[src/rtl/lagd_run_ctrl_if.sv]
// Macro-side config/runtime control bundle of the run sequencer.
// The sequencer takes the master modport; the macro (or a bench) takes slave.
interface lagd_run_ctrl_if;
    logic cfg_em_valid_o;
    logic cfg_em_ready_i;
    logic cfg_fm_valid_o;
    logic cfg_fm_ready_i;
    logic cfg_aw_valid_o;
    logic dt_cfg_enable_o;
    logic dt_cfg_idle_i;
    logic cmpt_en_o;
    logic cmpt_idle_i;
    logic energy_valid_i;
    logic energy_ready_i;
    logic flush_o;

    modport master (
        output cfg_em_valid_o, cfg_fm_valid_o, cfg_aw_valid_o,
               dt_cfg_enable_o, cmpt_en_o, flush_o,
        input  cfg_em_ready_i, cfg_fm_ready_i, dt_cfg_idle_i,
               cmpt_idle_i, energy_valid_i, energy_ready_i
    );

    modport slave (
        input  cfg_em_valid_o, cfg_fm_valid_o, cfg_aw_valid_o,
               dt_cfg_enable_o, cmpt_en_o, flush_o,
        output cfg_em_ready_i, cfg_fm_ready_i, dt_cfg_idle_i,
               cmpt_idle_i, energy_valid_i, energy_ready_i
    );
endinterface

[src/rtl/lagd_run_ctrl.sv]
// Run-level sequencer: configures the macro, optionally loads data, runs a
// bounded or host-stopped compute phase, then drains and flushes.
module lagd_run_ctrl #(
    parameter int ITER_W         = 16,
    parameter int TIMEOUT_W      = 20,
    parameter int TIMEOUT_CYCLES = 2**20-1
) (
    input  logic              clk_i,
    input  logic              rst_i,
    input  logic              start_i,
    input  logic              stop_i,
    input  logic              skip_load_i,
    input  logic [ITER_W-1:0] iter_limit_i,
    lagd_run_ctrl_if.master   macro,
    output logic              busy_o,
    output logic              done_o,
    output logic              err_o,
    output logic [ITER_W-1:0] iter_count_o
);

    typedef enum logic [3:0] {
        S_IDLE, S_CFG_EM, S_CFG_FM, S_CFG_AW, S_LOAD,
        S_LOAD_WAIT, S_RUN, S_DRAIN, S_FLUSH, S_DONE
    } state_e;

    localparam logic [TIMEOUT_W-1:0] WDOG_LAST = TIMEOUT_W'(TIMEOUT_CYCLES - 1);

    state_e              state_q, state_d;
    logic [ITER_W-1:0]   cnt_q, cnt_d;
    logic [ITER_W-1:0]   limit_q, limit_d;
    logic                skip_q, skip_d;
    logic                err_q, err_d;
    logic                seen_busy_q, seen_busy_d;
    logic [TIMEOUT_W-1:0] wdog_q, wdog_d;

    logic wdog_state, timeout, energy_hs;
    logic em_valid, fm_valid, aw_valid, dt_enable, cmpt_en, flush, done;

    function automatic logic [ITER_W-1:0] sat_inc(input logic [ITER_W-1:0] v);
        return (&v) ? v : v + ITER_W'(1);
    endfunction

    always_comb begin
        state_d     = state_q;
        cnt_d       = cnt_q;
        limit_d     = limit_q;
        skip_d      = skip_q;
        err_d       = err_q;
        seen_busy_d = seen_busy_q;
        wdog_d      = '0;
        em_valid    = 1'b0;
        fm_valid    = 1'b0;
        aw_valid    = 1'b0;
        dt_enable   = 1'b0;
        cmpt_en     = 1'b0;
        flush       = 1'b0;
        done        = 1'b0;
        energy_hs   = macro.energy_valid_i & macro.energy_ready_i;
        wdog_state  = (state_q == S_CFG_EM) || (state_q == S_CFG_FM) ||
                      (state_q == S_LOAD_WAIT) || (state_q == S_DRAIN);
        timeout     = wdog_state && (wdog_q == WDOG_LAST);

        case (state_q)
            S_IDLE: begin
                if (start_i) begin
                    limit_d = iter_limit_i;
                    skip_d  = skip_load_i;
                    cnt_d   = '0;
                    err_d   = 1'b0;
                    state_d = S_CFG_EM;
                end
            end
            S_CFG_EM: begin
                em_valid = 1'b1;
                if (macro.cfg_em_ready_i) state_d = S_CFG_FM;
            end
            S_CFG_FM: begin
                fm_valid = 1'b1;
                if (macro.cfg_fm_ready_i) state_d = S_CFG_AW;
            end
            S_CFG_AW: begin
                aw_valid = 1'b1;
                state_d  = skip_q ? S_RUN : S_LOAD;
            end
            S_LOAD: begin
                dt_enable   = 1'b1;
                seen_busy_d = 1'b0;
                state_d     = S_LOAD_WAIT;
            end
            S_LOAD_WAIT: begin
                // Idle is only trusted after the engine has been seen busy.
                if (!macro.dt_cfg_idle_i) seen_busy_d = 1'b1;
                else if (seen_busy_q)     state_d     = S_RUN;
            end
            S_RUN: begin
                cmpt_en = 1'b1;
                if (energy_hs) cnt_d = sat_inc(cnt_q);
                if (((limit_q != '0) && (cnt_d == limit_q)) || stop_i) state_d = S_DRAIN;
            end
            S_DRAIN: begin
                if (macro.cmpt_idle_i) state_d = S_FLUSH;
            end
            S_FLUSH: begin
                flush   = 1'b1;
                state_d = err_q ? S_IDLE : S_DONE;
            end
            S_DONE: begin
                done    = 1'b1;
                state_d = S_IDLE;
            end
            default: state_d = S_IDLE;
        endcase

        // Progress on the final watchdog cycle still wins over the timeout.
        if (wdog_state && (state_d == state_q)) begin
            if (timeout) begin
                err_d   = 1'b1;
                state_d = S_FLUSH;
            end else begin
                wdog_d = wdog_q + TIMEOUT_W'(1);
            end
        end
    end

    always_ff @(posedge clk_i) begin
        if (rst_i) begin
            state_q     <= S_IDLE;
            cnt_q       <= '0;
            err_q       <= 1'b0;
            seen_busy_q <= 1'b0;
            wdog_q      <= '0;
        end else begin
            state_q     <= state_d;
            cnt_q       <= cnt_d;
            err_q       <= err_d;
            seen_busy_q <= seen_busy_d;
            wdog_q      <= wdog_d;
        end
    end

    always_ff @(posedge clk_i) begin
        limit_q <= limit_d;
        skip_q  <= skip_d;
    end

    assign macro.cfg_em_valid_o  = em_valid;
    assign macro.cfg_fm_valid_o  = fm_valid;
    assign macro.cfg_aw_valid_o  = aw_valid;
    assign macro.dt_cfg_enable_o = dt_enable;
    assign macro.cmpt_en_o       = cmpt_en;
    assign macro.flush_o         = flush;
    assign busy_o                = (state_q != S_IDLE);
    assign done_o                = done;
    assign err_o                 = err_q;
    assign iter_count_o          = cnt_q;

endmodule

[src/flat_wrapper.sv]
// flat-port wrapper written by rule: the top's interface ports become plain ports
module lagd_run_ctrl_flat 
#(
    parameter int ITER_W         = 16,
    parameter int TIMEOUT_W      = 20,
    parameter int TIMEOUT_CYCLES = 2**20-1
)
  (clk_i, rst_i, start_i, stop_i, skip_load_i, iter_limit_i, busy_o, done_o, err_o, iter_count_o, macro_cfg_em_valid_o, macro_cfg_fm_valid_o, macro_cfg_aw_valid_o, macro_dt_cfg_enable_o, macro_cmpt_en_o, macro_flush_o, macro_cfg_em_ready_i, macro_cfg_fm_ready_i, macro_dt_cfg_idle_i, macro_cmpt_idle_i, macro_energy_valid_i, macro_energy_ready_i);
  lagd_run_ctrl_if macro_i ();
  input  logic clk_i;
  input  logic rst_i;
  input  logic start_i;
  input  logic stop_i;
  input  logic skip_load_i;
  input  logic [ITER_W-1:0] iter_limit_i;
  output logic busy_o;
  output logic done_o;
  output logic err_o;
  output logic [ITER_W-1:0] iter_count_o;
  output wire logic [$bits(macro_i.cfg_em_valid_o)-1:0] macro_cfg_em_valid_o;
  output wire logic [$bits(macro_i.cfg_fm_valid_o)-1:0] macro_cfg_fm_valid_o;
  output wire logic [$bits(macro_i.cfg_aw_valid_o)-1:0] macro_cfg_aw_valid_o;
  output wire logic [$bits(macro_i.dt_cfg_enable_o)-1:0] macro_dt_cfg_enable_o;
  output wire logic [$bits(macro_i.cmpt_en_o)-1:0] macro_cmpt_en_o;
  output wire logic [$bits(macro_i.flush_o)-1:0] macro_flush_o;
  input wire logic [$bits(macro_i.cfg_em_ready_i)-1:0] macro_cfg_em_ready_i;
  input wire logic [$bits(macro_i.cfg_fm_ready_i)-1:0] macro_cfg_fm_ready_i;
  input wire logic [$bits(macro_i.dt_cfg_idle_i)-1:0] macro_dt_cfg_idle_i;
  input wire logic [$bits(macro_i.cmpt_idle_i)-1:0] macro_cmpt_idle_i;
  input wire logic [$bits(macro_i.energy_valid_i)-1:0] macro_energy_valid_i;
  input wire logic [$bits(macro_i.energy_ready_i)-1:0] macro_energy_ready_i;
  assign macro_cfg_em_valid_o = macro_i.cfg_em_valid_o;
  assign macro_cfg_fm_valid_o = macro_i.cfg_fm_valid_o;
  assign macro_cfg_aw_valid_o = macro_i.cfg_aw_valid_o;
  assign macro_dt_cfg_enable_o = macro_i.dt_cfg_enable_o;
  assign macro_cmpt_en_o = macro_i.cmpt_en_o;
  assign macro_flush_o = macro_i.flush_o;
  assign macro_i.cfg_em_ready_i = macro_cfg_em_ready_i;
  assign macro_i.cfg_fm_ready_i = macro_cfg_fm_ready_i;
  assign macro_i.dt_cfg_idle_i = macro_dt_cfg_idle_i;
  assign macro_i.cmpt_idle_i = macro_cmpt_idle_i;
  assign macro_i.energy_valid_i = macro_energy_valid_i;
  assign macro_i.energy_ready_i = macro_energy_ready_i;
  lagd_run_ctrl #(.ITER_W(ITER_W), .TIMEOUT_W(TIMEOUT_W), .TIMEOUT_CYCLES(TIMEOUT_CYCLES)) u_core (.clk_i(clk_i), .rst_i(rst_i), .start_i(start_i), .stop_i(stop_i), .skip_load_i(skip_load_i), .iter_limit_i(iter_limit_i), .macro(macro_i), .busy_o(busy_o), .done_o(done_o), .err_o(err_o), .iter_count_o(iter_count_o));
endmodule
[config.mk]
export PLATFORM = sky130hd
export DESIGN_NAME = lagd_run_ctrl_flat
export DESIGN_NICKNAME = d
export VERILOG_FILES = /design/src/rtl/lagd_run_ctrl_if.sv /design/src/rtl/lagd_run_ctrl.sv /design/src/flat_wrapper.sv
export SDC_FILE = /design/constraint.sdc
export NUM_CORES = 1
export LEC_CHECK = 0
export CAP_MARGIN = 5
export CORE_MARGIN = 4
export CORE_UTILIZATION = 40
export CTS_CLUSTER_DIAMETER = 80
export DETAILED_ROUTE_END_ITERATION = 10
export MAX_ROUTING_LAYER = met4
export PLACE_DENSITY = 0.67
export SLEW_MARGIN = 25
export SYNTH_ARGS = -nofsm -noshare
export SYNTH_HDL_FRONTEND = slang
export SYNTH_SLANG_ARGS = --single-unit
[constraint.sdc]
create_clock -name clk_i -period 2.7 [get_ports clk_i]
set_input_delay 0.675 -clock clk_i [delete_from_list [all_inputs] [get_ports clk_i]]
set_output_delay 0.675 -clock clk_i [all_outputs]
set_load 0.1 [all_outputs]
==> results.json <==
{
  "status": "finished clean",
  "synth_cells": 391,
  "clk_latency_ns": 0.34,
  "yosysSeqAreaShare_pct": 40.4,
  "p_leak_nw": 1.61,
  "critPathKind": "in2reg",
  "cts.clk_slew.worst_paths_ns": 0.07,
  "syn_area_um2": 3350,
  "firstDrtPassIters": 5,
  "core_um2": 8180,
  "io_buffers": 51,
  "hold_buffers": 0,
  "dp_hpwl_um": 6960,
  "whs_ns": 0.510,
  "cts_made_buffers": 9,
  "top_level_ports": 52,
  "p_sw_share_pct": 28.5,
  "fp.dieH_um": 99.5,
  "critPathArrivalTime_ns": 2.96,
  "period_share_pct": 98.9,
  "grt_pass1_wl_um": 15100,
  "comb_power_share_pct": 15.4,
  "wl_um": 9540,
  "hold_path.class": "reg2reg",
  "drc": 0,
  "required_ns": 2.99,
  "layout_common_cells": "nor2_1 (57), buf_4 (53), clkdlybuf4s50_1 (26), dfxtp_1 (26)",
  "drtIter0Drc": 188,
  "place_inst": 563,
  "wl_per_cell_um": 16.5,
  "fin_nets": 499,
  "synth-edff-count": 17,
  "switchingPower_mw": 0.648,
  "antenna_cells": 0,
  "die-width_um": 99.5,
  "skew_ns": 0.00461,
  "cp-start-kind": "input pin",
  "async_reset_ff_share_pct": 0,
  "p_clk_share_pct": 40.1,
  "worstMarginPinSlew_ns": 0.812,
  "h-tree-depth": 3,
  "ys_types": 56,
  "place.gp.congestion": 0.948,
  "sequentialPowerShare_pct": 44.5,
  "rows": 33,
  "hold_viol": 0,
  "dr_total_vias": 3269,
  "cp_max_fo": 4,
  "final_cells": 579,
  "root_buffer": "clkbuf_8",
  "syn_area_per_cell_um2": 8.56,
  "setup_viol": 0,
  "grt-ovfl-total": 0,
  "slew_headroom_pct": 45.6,
  "synth_ff_type": "dfxtp_1",
  "synth_warnings": 0,
  "worstSetupEndpointType": "flip-flop",
  "syn_nets": 421,
  "final_max_slew_viol_count": 0,
  "antenna_found_initial": 0,
  "drv_cap": 0,
  "ir_worst_vdd_uv": 324,
  "cts.path.max_buffers": 2,
  "fin_crit_ns": 2.67,
  "area_delta_synth_final_pct": 36.9,
  "grt_pass1_vias": 2916,
  "grt_max_degree": 22,
  "clock-sinks": 59,
  "ys_seq_elements": 59,
  "dieArea_um2": 9890,
  "pwr_density_cell_nw_per_um2": 497,
  "final_core_util_pct": 56.0,
  "start_util_pct": 40.9,
  "grtUsageTotal_pct": 19.7,
  "layout_commonest_cell": "nor2_1",
  "fmax_mhz": 374,
  "layout-drive-gt1-share_pct": 24.3,
  "ant_nets": 0,
  "cts_tree": "done",
  "internal-power_mw": 1.63,
  "via_per_inst": 5.65
}
[path summary, 6_finish.rpt]
| check | depth (start not counted) | to | slack [ns] | start |
|---|---|---|---|---|
| setup / recovery | 9 | u_core.state_q[0]$_SDFF_PP0_ | 0.03 | macro_energy_valid_i |
| hold / removal | 1 | u_core.wdog_q[0]$_SDFF_PP0_ | 0.51 | u_core.wdog_q[0]$_SDFF_PP0_ |
| setup reg to reg | 8 | u_core.state_q[0]$_SDFF_PP0_ | 0.25 | u_core.iter_count_o[7]$_SDFFE_PP0P_ |
| hold reg to reg | 1 | u_core.wdog_q[0]$_SDFF_PP0_ | 0.51 | u_core.wdog_q[0]$_SDFF_PP0_ |
[cells by family (layout without fill, tap and decap cells)]
family | count (synthesis) | after routing | synth area share, %
buf+inv | 29 | 112 | 3.51
compound gates | 63 | 63 | 12.0
fa+ha+maj | 3 | 3 | 1.12
simple gates | 201 | 201 | 33.2
flops | 59 | 59 | 40.4
xor+xnor | 29 | 29 | 7.59
mux | 7 | 7 | 2.09
[critical path, cell delays in order]
cell,delay (ns)
clkdlybuf4s50_1,0.47
nand4_1,0.10
buf_4,0.17
or4_4,0.50
o21ai_0,0.24
a21oi_2,0.11
a2111oi_4,0.34
and4_1,0.24
o21ba_1,0.11
[per-layer routing]
layer	global-route usage (%)	part of all wire (%)	routed length, um	vias to the layer above
met1	27.1	47	4460	1557
li1	-	-	-	1600
met4	6.20	1.4	136	0
met2	29.5	47	4450	98
met5	-	0	0	-
met3	3.30	5.2	495	14
[flip-flops by register name, indices dropped and copies added, names as in the netlist]
signal and flops:
u_core.limit_q 16, u_core.seen_busy_q 1, u_core.err_o 1, u_core.skip_q 1, u_core.wdog_q 20, u_core.iter_count_o 16
u_core.state_q 4
[per-stage QoR]
step / TNS [ns] / cell area, um^2 / total power, mW / setup slack, ns
after CTS: 0 / 4520 / 2.29 / 0.00150
after floorplan: 0 / 3420 / 1.23 / 0.0250
after detailed placement: -0.519 / 4280 / 1.38 / -0.430
after global routing: -0.0555 / 4580 / 2.35 / -0.0555
after global placement: -0.423 / 4280 / 1.37 / -0.404
final: 0 / 4580 / 2.28 / 0.0298
[power by group through the flow]
stage          clock [mW]  combinational, mW  sequential (mW)
6_report            0.913              0.350             1.01
5_1_grt             0.964              0.371             1.02
2_1_floorplan           0              0.227             1.00
4_1_cts             0.929              0.346             1.01
3_5_place_dp            0              0.344             1.03
3_3_place_gp            0              0.341             1.03
[synthesized netlist by cell type (2+ instances only)]
cell type	n	share of area [%]
or3_1	9	1.7
nand4b_1	2	0.52
a211oi_1	3	0.67
nand3_1	16	2.4
nor3_2	2	0.60
nor2_1	57	6.4
o21bai_1	3	0.67
and2_1	5	0.93
o211ai_1	2	0.45
nor4b_1	4	1.0
ha_1	3	1.1
nor3_1	14	2.1
nand2b_1	4	0.75
xnor2_1	16	4.2
edfxtp_1	17	15
xor2_1	13	3.4
inv_1	9	1.0
nand3b_1	3	0.67
mux2i_1	7	2.1
and2b_1	2	0.45
nand4_1	15	2.8
a32oi_1	2	0.52
and3_1	8	1.5
or4_1	8	1.8
dfxtp_1	42	25
nor2b_1	8	1.5
o21ai_0	21	3.1
a21oi_1	17	2.5
clkbuf_1	12	1.3
buf_2	7	1.0
nand2_1	19	2.1
nor4_1	12	2.2
and4_1	6	1.6
[layout make-up]
| type | count | area [um^2] |
|---|---|---|
| clock inverter | 3 | 22.5 |
| clock buffer | 13 | 213 |
| multi-input combinational | 303 | 1990 |
| inverter | 9 | 33.8 |
| sequential | 59 | 1370 |
| tap | 105 | 131 |
| timing repair buffer | 87 | 818 |
| fill | 734 | 3590 |
[repair_timing]
item,4_1_cts,5_1_grt
gates cloned,0,0
resized for setup,2,13
buffers inserted,0,0
setup endpoints to repair,1,1
pin swaps,1,4
(Power assumes the default switching activity.)
